===== config.mk =====
export PLATFORM = sky130hd
export DESIGN_NAME = svc_rv_alu_arb
export DESIGN_NICKNAME = d
export VERILOG_FILES = /design/src/rtl/svc_rv_alu_arb_pkg.sv /design/src/rtl/svc_rr_arb.sv /design/src/rtl/svc_rv_alu.sv /design/src/rtl/svc_rv_alu_arb.sv
export SDC_FILE = /design/constraint.sdc
export NUM_CORES = 1
export LEC_CHECK = 0
export CORE_MARGIN = 2
export CORE_UTILIZATION = 44
export CTS_CLUSTER_DIAMETER = 80
export DETAILED_ROUTE_END_ITERATION = 8
export PLACE_DENSITY = 0.76
export SYNTH_ARGS = -nofsm -noshare
export SYNTH_HDL_FRONTEND = slang
export SYNTH_SLANG_ARGS = --single-unit
export TNS_END_PERCENT = 20

===== constraint.sdc =====
create_clock -name clk -period 5.6 [get_ports clk]
set_input_delay 0.84 -clock clk [delete_from_list [all_inputs] [get_ports clk]]
set_output_delay 0.84 -clock clk [all_outputs]
set_load 0.1 [all_outputs]

===== src/rtl/svc_rv_alu_arb_pkg.sv =====
// Shared definitions for the arbitrated RV32I ALU: op encodings and op width.
package svc_rv_alu_arb_pkg;

  localparam int ALU_OP_W = 3;

  typedef enum logic [ALU_OP_W-1:0] {
    ALU_ADD = 3'd0,
    ALU_SUB = 3'd1,
    ALU_AND = 3'd2,
    ALU_OR  = 3'd3,
    ALU_XOR = 3'd4,
    ALU_SLT = 3'd5
  } alu_op_e;

endpackage


===== src/rtl/svc_rr_arb.sv =====
// Round-robin arbiter: grants the first asserted request at or after ptr,
// wrapping around; reusable for any shared resource.
module svc_rr_arb #(
  parameter int NREQ = 3,
  parameter int IDW  = $clog2(NREQ)
) (
  input  logic [NREQ-1:0] req,
  input  logic [IDW-1:0]  ptr,
  input  logic            en,
  output logic [NREQ-1:0] grant,
  output logic [IDW-1:0]  idx
);

  logic found;
  int   j;

  always_comb begin
    grant = '0;
    idx   = '0;
    found = 1'b0;
    j     = 0;
    for (int k = 0; k < NREQ; k++) begin
      j = int'(ptr) + k;
      if (j >= NREQ) j = j - NREQ;
      if (en && !found && req[j]) begin
        grant[j] = 1'b1;
        idx      = IDW'(j);
        found    = 1'b1;
      end
    end
  end

endmodule


===== src/rtl/svc_rv_alu.sv =====
// Combinational RV32I-style ALU subset: ADD, SUB, AND, OR, XOR and signed SLT.
module svc_rv_alu
  import svc_rv_alu_arb_pkg::*;
#(
  parameter int XLEN = 32
) (
  input  logic [XLEN-1:0]     a,
  input  logic [XLEN-1:0]     b,
  input  logic [ALU_OP_W-1:0] op,
  output logic [XLEN-1:0]     result
);

  logic signed [XLEN-1:0] a_s;
  logic signed [XLEN-1:0] b_s;

  assign a_s = a;
  assign b_s = b;

  always_comb begin
    result = '0;
    case (op)
      ALU_ADD: result = a + b;
      ALU_SUB: result = a - b;
      ALU_AND: result = a & b;
      ALU_OR:  result = a | b;
      ALU_XOR: result = a ^ b;
      ALU_SLT: result = {{(XLEN-1){1'b0}}, (a_s < b_s)};
      default: result = '0;
    endcase
  end

endmodule


===== src/rtl/svc_rv_alu_arb.sv =====
// Shares one svc_rv_alu among NREQ requesters via round-robin; result held in a
// single id-tagged output slot. Optional lock feature: SVC_RV_ALU_ARB_LOCK_EN.
module svc_rv_alu_arb
  import svc_rv_alu_arb_pkg::*;
#(
  parameter int XLEN = 32,
  parameter int NREQ = 3,
  parameter int IDW  = $clog2(NREQ)
) (
  input  logic                     clk,
  input  logic                     rst,
  input  logic [NREQ-1:0]          req_valid,
  output logic [NREQ-1:0]          req_ready,
  input  logic [NREQ*XLEN-1:0]     req_a,
  input  logic [NREQ*XLEN-1:0]     req_b,
  input  logic [NREQ*ALU_OP_W-1:0] req_op,
`ifdef SVC_RV_ALU_ARB_LOCK_EN
  input  logic [NREQ-1:0]          req_lock,
`endif
  output logic                     res_valid,
  input  logic                     res_ready,
  output logic [IDW-1:0]           res_id,
  output logic [XLEN-1:0]          res_result
);

  logic                free;
  logic                arb_en;
  logic [NREQ-1:0]     grant;
  logic [IDW-1:0]      gnt_idx;
  logic                xfer;
  logic [XLEN-1:0]     alu_a;
  logic [XLEN-1:0]     alu_b;
  logic [ALU_OP_W-1:0] alu_op;
  logic [XLEN-1:0]     alu_res;

  logic [IDW-1:0]  ptr_d, ptr_q;
  logic            res_valid_d, res_valid_q;
  logic [IDW-1:0]  res_id_d, res_id_q;
  logic [XLEN-1:0] res_result_d, res_result_q;

  assign free   = !res_valid_q || res_ready;
  assign arb_en = free && !rst;

  svc_rr_arb #(
    .NREQ (NREQ),
    .IDW  (IDW)
  ) u_arb (
    .req   (req_valid),
    .ptr   (ptr_q),
    .en    (arb_en),
    .grant (grant),
    .idx   (gnt_idx)
  );

  assign req_ready = grant;
  assign xfer      = |grant;

  // Stage 0: granted operands drive the shared ALU in the transfer cycle
  assign alu_a  = req_a[int'(gnt_idx)*XLEN +: XLEN];
  assign alu_b  = req_b[int'(gnt_idx)*XLEN +: XLEN];
  assign alu_op = req_op[int'(gnt_idx)*ALU_OP_W +: ALU_OP_W];

  svc_rv_alu #(
    .XLEN (XLEN)
  ) u_alu (
    .a      (alu_a),
    .b      (alu_b),
    .op     (alu_op),
    .result (alu_res)
  );

  // A locked winner keeps the pointer; if it then drops valid while the slot is
  // free, the scan from the pointer naturally hands the grant onward.
  always_comb begin
    ptr_d = ptr_q;
    if (xfer) begin
      ptr_d = (gnt_idx == IDW'(NREQ-1)) ? '0 : gnt_idx + IDW'(1);
`ifdef SVC_RV_ALU_ARB_LOCK_EN
      if (req_lock[gnt_idx]) ptr_d = gnt_idx;
`endif
    end
  end

  always_comb begin
    res_valid_d  = res_valid_q;
    res_id_d     = res_id_q;
    res_result_d = res_result_q;
    if (xfer) begin
      res_valid_d  = 1'b1;
      res_id_d     = gnt_idx;
      res_result_d = alu_res;
    end else if (res_ready) begin
      res_valid_d  = 1'b0;
    end
  end

  // Stage 1: registered result slot
  always_ff @(posedge clk) begin
    if (rst) begin
      ptr_q        <= '0;
      res_valid_q  <= 1'b0;
      res_id_q     <= '0;
      res_result_q <= '0;
    end else begin
      ptr_q        <= ptr_d;
      res_valid_q  <= res_valid_d;
      res_id_q     <= res_id_d;
      res_result_q <= res_result_d;
    end
  end

  assign res_valid  = res_valid_q;
  assign res_id     = res_id_q;
  assign res_result = res_result_q;

endmodule


* Yosys cells after proc, flatten, opt, wreduce, memory -nomap -nowiden
Index checks and enable logic that the tools add are counted.
** Word-level totals
- Memories :: 0
- ROM bits :: 0
- Memory bits (writable) :: 0
- Register bits after elaboration :: 37
- Input bits :: 207
- Latch bits :: 0
** Cells by class
- Div/mod/pow operators :: 0
- Multiplexer cells :: 30
- Reduce and logical (&&, ||, !) cells :: 17
- $lt $le $gt $ge :: 10
- Shift-type cells :: 3
- Bitwise gates (word level) :: 5
- Add/subtract/negate cells :: 8
- Multiply operators :: 1
- Equal/unequal tests :: 6
** Operators by type and width (count)
- 32-bit case mux with 6 select lines :: 1
- 96-bit by 8-bit variable part select with 32-bit output :: 2
- 32-bit by 1-bit >= comparator with 1-bit output (second input constant) :: 3
- 32-bit by 4-bit less-than comparator with 1-bit output (second input constant) :: 3
- 32-bit two-way mux :: 3
- 32-bit by 3-bit >= comparator with 1-bit output (second input constant) :: 2
- 32-bit by 3-bit subtractor with 32-bit output (second input constant) :: 2
- 32-bit adder :: 1
- 32-bit bitwise AND :: 1
- 32-bit less-than comparator :: 1
- 32-bit bitwise OR :: 1
- 32-bit subtractor :: 1
- 32-bit XOR :: 1
- 1-bit two-way mux :: 13
- 1-bit logical AND :: 9
- 3-bit two-way mux :: 3
- 9-bit by 5-bit variable part select with 3-bit output :: 1
- 2-bit two-way mux :: 4
- 1-bit binary-select mux with 2-bit select :: 3
- 1-bit demux with 2-bit select :: 3
- 3-bit by 2-bit equality test with 1-bit output (second input constant) :: 2
- 3-bit equality test (second input constant) :: 2
- 3-bit bitwise OR :: 2
- 1-bit logical NOT :: 4
- other kinds (12) :: 12

* Depth between registers and ports, before layout
- Depth in word-level cells :: 19
- Gate-level depth with buffers :: 25
- Mapped depth without buffers :: 22

* Modules after synthesis
Synthesis repeated with hierarchy kept, for this count alone.
** Unflattened totals
- Cells, all modules :: 1198
- Area total of the unflattened synthesis :: 8610.8 um^2
** Modules (own cells, without submodules)
- svc_rv_alu :: cells each 829, sequential area each 0.0 um^2, area an instance 5277.6 um^2, times used 1
- svc_rv_alu_arb :: cells each 332, sequential area each 740.7 um^2, area an instance 3064.2 um^2, times used 1
- svc_rr_arb :: cells each 37, sequential area each 0.0 um^2, area an instance 269.0 um^2, times used 1

* Worst setup path after synthesis
No wires, ideal clock.
- Path type :: register to register
- From :: register ptr_q[0]
- To :: register res_result_q[29] (netlist: res_result[29])
- Library setup time :: 91 ps
- Setup slack :: 264 ps
- Arrival :: 5245 ps
- Cell stages (with the launch flop) :: 24
- Cell sequence :: dfxtp_1 inv_1 ha_1 clkbuf_1 nand3b_1 o21ai_0 a32o_1 and2_4 buf_6 clkbuf_1 mux2i_1 o21ai_0 ha_1 clkbuf_1 nor2b_1 a2111oi_0 a21boi_1 o211ai_1 a31oi_1 o211ai_1 a2111oi_1 o21a_1 o21ai_0 a311oi_1
** Between the ends
- Word-level cells in the longest chain between the ends :: 19
- Elaborated cells on any way between the ends :: 69
- Those cells by class :: add/sub (7); mul (1); order compare (9); eq/ne (5); shift (3); mux (27); bitwise (5); reduce/logical (12)
** RTL lines
- start: declaration :: RTL line svc_rv_alu_arb.sv:36 : logic [IDW-1:0] ptr_d, ptr_q;
- start signal: assignment :: RTL line svc_rv_alu_arb.sv:105 : ptr_q <= ptr_d;
- parallel branches: the longest is 19 deep, another holds 32-bit by 3-bit subtractor with 32-bit output
- end signal: assignment :: RTL line svc_rv_alu_arb.sv:108 : res_result_q <= res_result_d;
- end: declaration :: RTL line svc_rv_alu_arb.sv:39 : logic [XLEN-1:0] res_result_d, res_result_q;
Parallel ways; which one is timed is not known. The select of a mux whose other input is x is not followed.
A chain may end at the register's enable or synchronous reset.

* Worst setup path after layout
- From :: input port req_valid[2]
- To :: register res_result_q[29] (netlist: res_result[29])
** Between the ends
- Word-level cells in the longest chain between the ends :: 17
- Elaborated cells on any way between the ends :: 43
- Those cells by class :: add/sub (2); mul (1); eq/ne (5); shift (3); mux (18); bitwise (5); reduce/logical (9)
** RTL lines
- start: declaration :: RTL line svc_rv_alu_arb.sv:12 : input logic [NREQ-1:0] req_valid,
- parallel branches: the longest is 17 deep, another holds 1-bit binary-select mux with 2-bit select
Parallel ways; which one is timed is not known. The select of a mux whose other input is x is not followed.

==> flow_summary.toml <==
[outcome]
status = "completed"

[global_routing]
grt_overflow = 0
grt_pass1_wl_um = 50000
antenna_found_initial = 0
grt_use_total = 0.318
grt_start_max_net_pins = 42
grt_pass1_vias = 9541

[synth]
yosysSeqAreaShare = 0.0937
synth-edff-count = 0
ys.flop_type = "dfxtp_1"
async_flop_share = 0
synthCells = 1160
synth_area_per_cell_um2 = 6.81
ys_seq_elements = 37
yosysWarnings = 0
synthDistinctLibCells = 84
syn_nets = 1473
syn_area_um2 = 7900

[place]
place.port_buffers = 244
place_ws_ns = -0.205
place_hpwl_um = 25700
gp_congestion = 1.01
placed_area_um2 = 11600

[critical_path]
worstPathArrival_ns = 5.65
crit_path_max_fanout = 6
critPathSlowestCell = "clkdlybuf4s50_1"
crit_family = "compound AO/OA/AOI/OAI gates"
cp.required_ns = 5.81
cp_num_buf_inv = 6
worst_path_most_repeated_cell = "buf_4"
startpoint_type = "input port"
crit_type = "input port to flip-flop"
cp_cell_sequence = "clkdlybuf4s50_1 > nand2b_1 > mux2_2 > a32o_2 > and2_4 > buf_12 > mux2i_1 > o21ai_0 > buf_4 > buf_4 > inv_1 > ha_1 > nor2b_1 > a2111oi_2 > a21boi_1 > o211ai_1 > a31oi_2 > o211ai_1 > a2111oi_1 > buf_4 > o21a_1 > o21ai_0 > a311oi_1"
cpPeakStageDelay_ns = 0.58
critPathCaptureType = "flip-flop"

[cells_and_area]
drive_above_1_share = 0.140
fillCellCount = 1604
layout_commonest_cell = "clkdlybuf4s50_1"
diodes = 0
stdcell_area_um2 = 11800
layout.nets = 1815
syn2layout_area_growth_pct = 49.4
final_cell_mix = "clkdlybuf4s50_1, buf_4, nand2_1"
multi_input_area_um2 = 6560
regArea_um2 = 741

[detailed_routing]
vias = 9958
ant_nets = 0
drt_pass1_iterations = 5
route.detailed.drc = 0
drtIter0Drc = 794
viasPerCell = 5.75
drt-total-wl_um = 31500
routedWlPerCell_um = 18.2

[sta]
post-route-period-util = 0.972
max_freq_mhz = 184
slew_viol_final = 0
setup_slack_ns = 0.155
tightest_slew_ns = 1.02
hold_violations = 0
fin_crit_ns = 5.44
rsz0062_at_grt = "yes"
relSlewSlack = 0.319
setup-violations-final = 0
skew_ns = 0.0147

[die]
dieArea_um2 = 19000
die_h_um = 138
fp-row-count = 49
die_w_um = 138
coreArea_um2 = 17800
initial_utilization = 0.444
top_level_ports = 245

[power]
power_frac_comb = 0.908
switchingPower_uw = 4410
p_int_uw = 3310
power_frac_clock = 0.038
pwr-share-seq = 0.055
swShare = 0.572
cellPowerDensity_nw_per_um2 = 654
power.leakage_uw = 0.00503
vdd_drop_max_v = 0.000414

[clocking]
cts_hold_buf = 0
worstSkewPairLatency_ns = 0.30
cts_buffers = 5
cts_tree = "done"
ctsRootBufferMaster = "clkbuf_16"
cts.sinks = 37
clk_pin_slew_worst_paths_ns = 0.06
htreeDepth = 2
cts.path.max_buffers = 2

[run]
maxCapViolations = 0

[worst_hold_path]
hold_class = "flip-flop to flip-flop"
[per-layer routing]
| metal | wire length [um] | global-route usage | up-vias |
|---|---|---|---|
| met3 | 2370 | 0.0395 | 68 |
| met4 | 801 | 0.0800 | 0 |
| met2 | 14800 | 0.548 | 500 |
| met5 | 0 | 0 | - |
| li1 | - | - | 4833 |
| met1 | 13600 | 0.421 | 4557 |
[worst register-to-register path, delay by kind of cell (launching register included)]
| kind | cells | cell delay [ns] |
|---|---|---|
| compound gates | 11 | 2.54 |
| buf+inv | 6 | 0.76 |
| mux | 3 | 0.62 |
| fa+ha+maj | 2 | 0.52 |
| flops | 1 | 0.42 |
| simple gates | 2 | 0.27 |
[stage by stage]
step            util  power (uW)  hold slack (ns)  cells   TNS, ns
3_3_place_gp   0.651        7150            0.433   1719    -0.652
4_1_cts        0.658        7510            0.453   1727         0
3_5_place_dp   0.651        7190            0.441   1719     -1.62
5_1_grt        0.664        8290            0.479   1732  -0.00756
2_1_floorplan      -        4860            0.466   1160         0
6_report       0.664        7720            0.448   1732         0
[state kept, by name, summed over array words and instances (netlist names)]
signal and flops:
ptr_q 2, res_id 2, res_result 32, res_valid 1
[synthesized netlist by cell type (4+ instances only)]
library cell  count  area share
nor4_1            4      0.0032
a21oi_1          85       0.054
a311oi_1          4      0.0044
a31oi_1          13       0.010
ha_1            104        0.16
clkbuf_1         50       0.024
nand3_1          16       0.010
and3_1            6      0.0048
o211ai_1         23       0.022
a22o_1            6      0.0066
a221oi_1         13       0.014
or3_1             9      0.0071
a21o_1           10      0.0095
mux2i_1          67       0.085
nor2_1           91       0.043
mux2_2            4      0.0057
o21a_1            7      0.0066
inv_1            96       0.046
xor2_1           11       0.012
nor2b_1           9      0.0071
a32oi_1           4      0.0044
nand2_1         146       0.069
a211oi_1         15       0.014
nor3_1           26       0.016
o22ai_1          13       0.010
xnor2_1          24       0.027
a2111oi_0         5      0.0055
dfxtp_1          37       0.094
buf_2            17       0.011
nand2b_1         11      0.0087
o21ai_0         121       0.077
o31ai_1          11       0.010
o21bai_1         13       0.012
a22oi_1           6      0.0057
[what timing repair did]
action,in CTS,in global routing
buffers inserted,0,5
hold endpoints to repair,0,0
resized for setup,0,33
endpoints found under the setup margin,0,14
[worst paths after layout]
path | from | endpoint | slack (ns) | depth (start not counted)
setup / recovery | req_valid[2] | res_result[29] | 0.16 | 23
hold / removal | res_result[9] | res_result[9] | 0.45 | 2
setup reg to reg | ptr_q[1] | res_result[29] | 0.41 | 24
hold reg to reg | res_result[9] | res_result[9] | 0.45 | 2
[power groups by stage]
stage	registers (uW)	clock network, uW	logic, uW
3_3_place_gp	423	0	6720
6_report	421	291	7010
3_5_place_dp	426	0	6770
5_1_grt	431	304	7550
4_1_cts	421	296	6800
2_1_floorplan	1050	0	3810
[cell families after synthesis]
family | count (synthesis) | share of synthesized area
AO/OA/AOI/OAI | 402 | 0.331
AND/OR/NAND/NOR | 337 | 0.188
buffers and inverters | 172 | 0.0879
adder cells (fa/ha/maj) | 106 | 0.170
multiplexers | 71 | 0.0906
flip-flops | 37 | 0.0937
XOR/XNOR | 35 | 0.0388
[cell type report]
cell class | instances | area share
multi-input combinational | 951 | 0.556
timing repair buffer | 409 | 0.315
sequential | 37 | 0.0627
inverter | 98 | 0.0312
tap | 229 | 0.0243
clock buffer | 8 | 0.0115
Note: power is estimated with default switching activity, not from simulation.
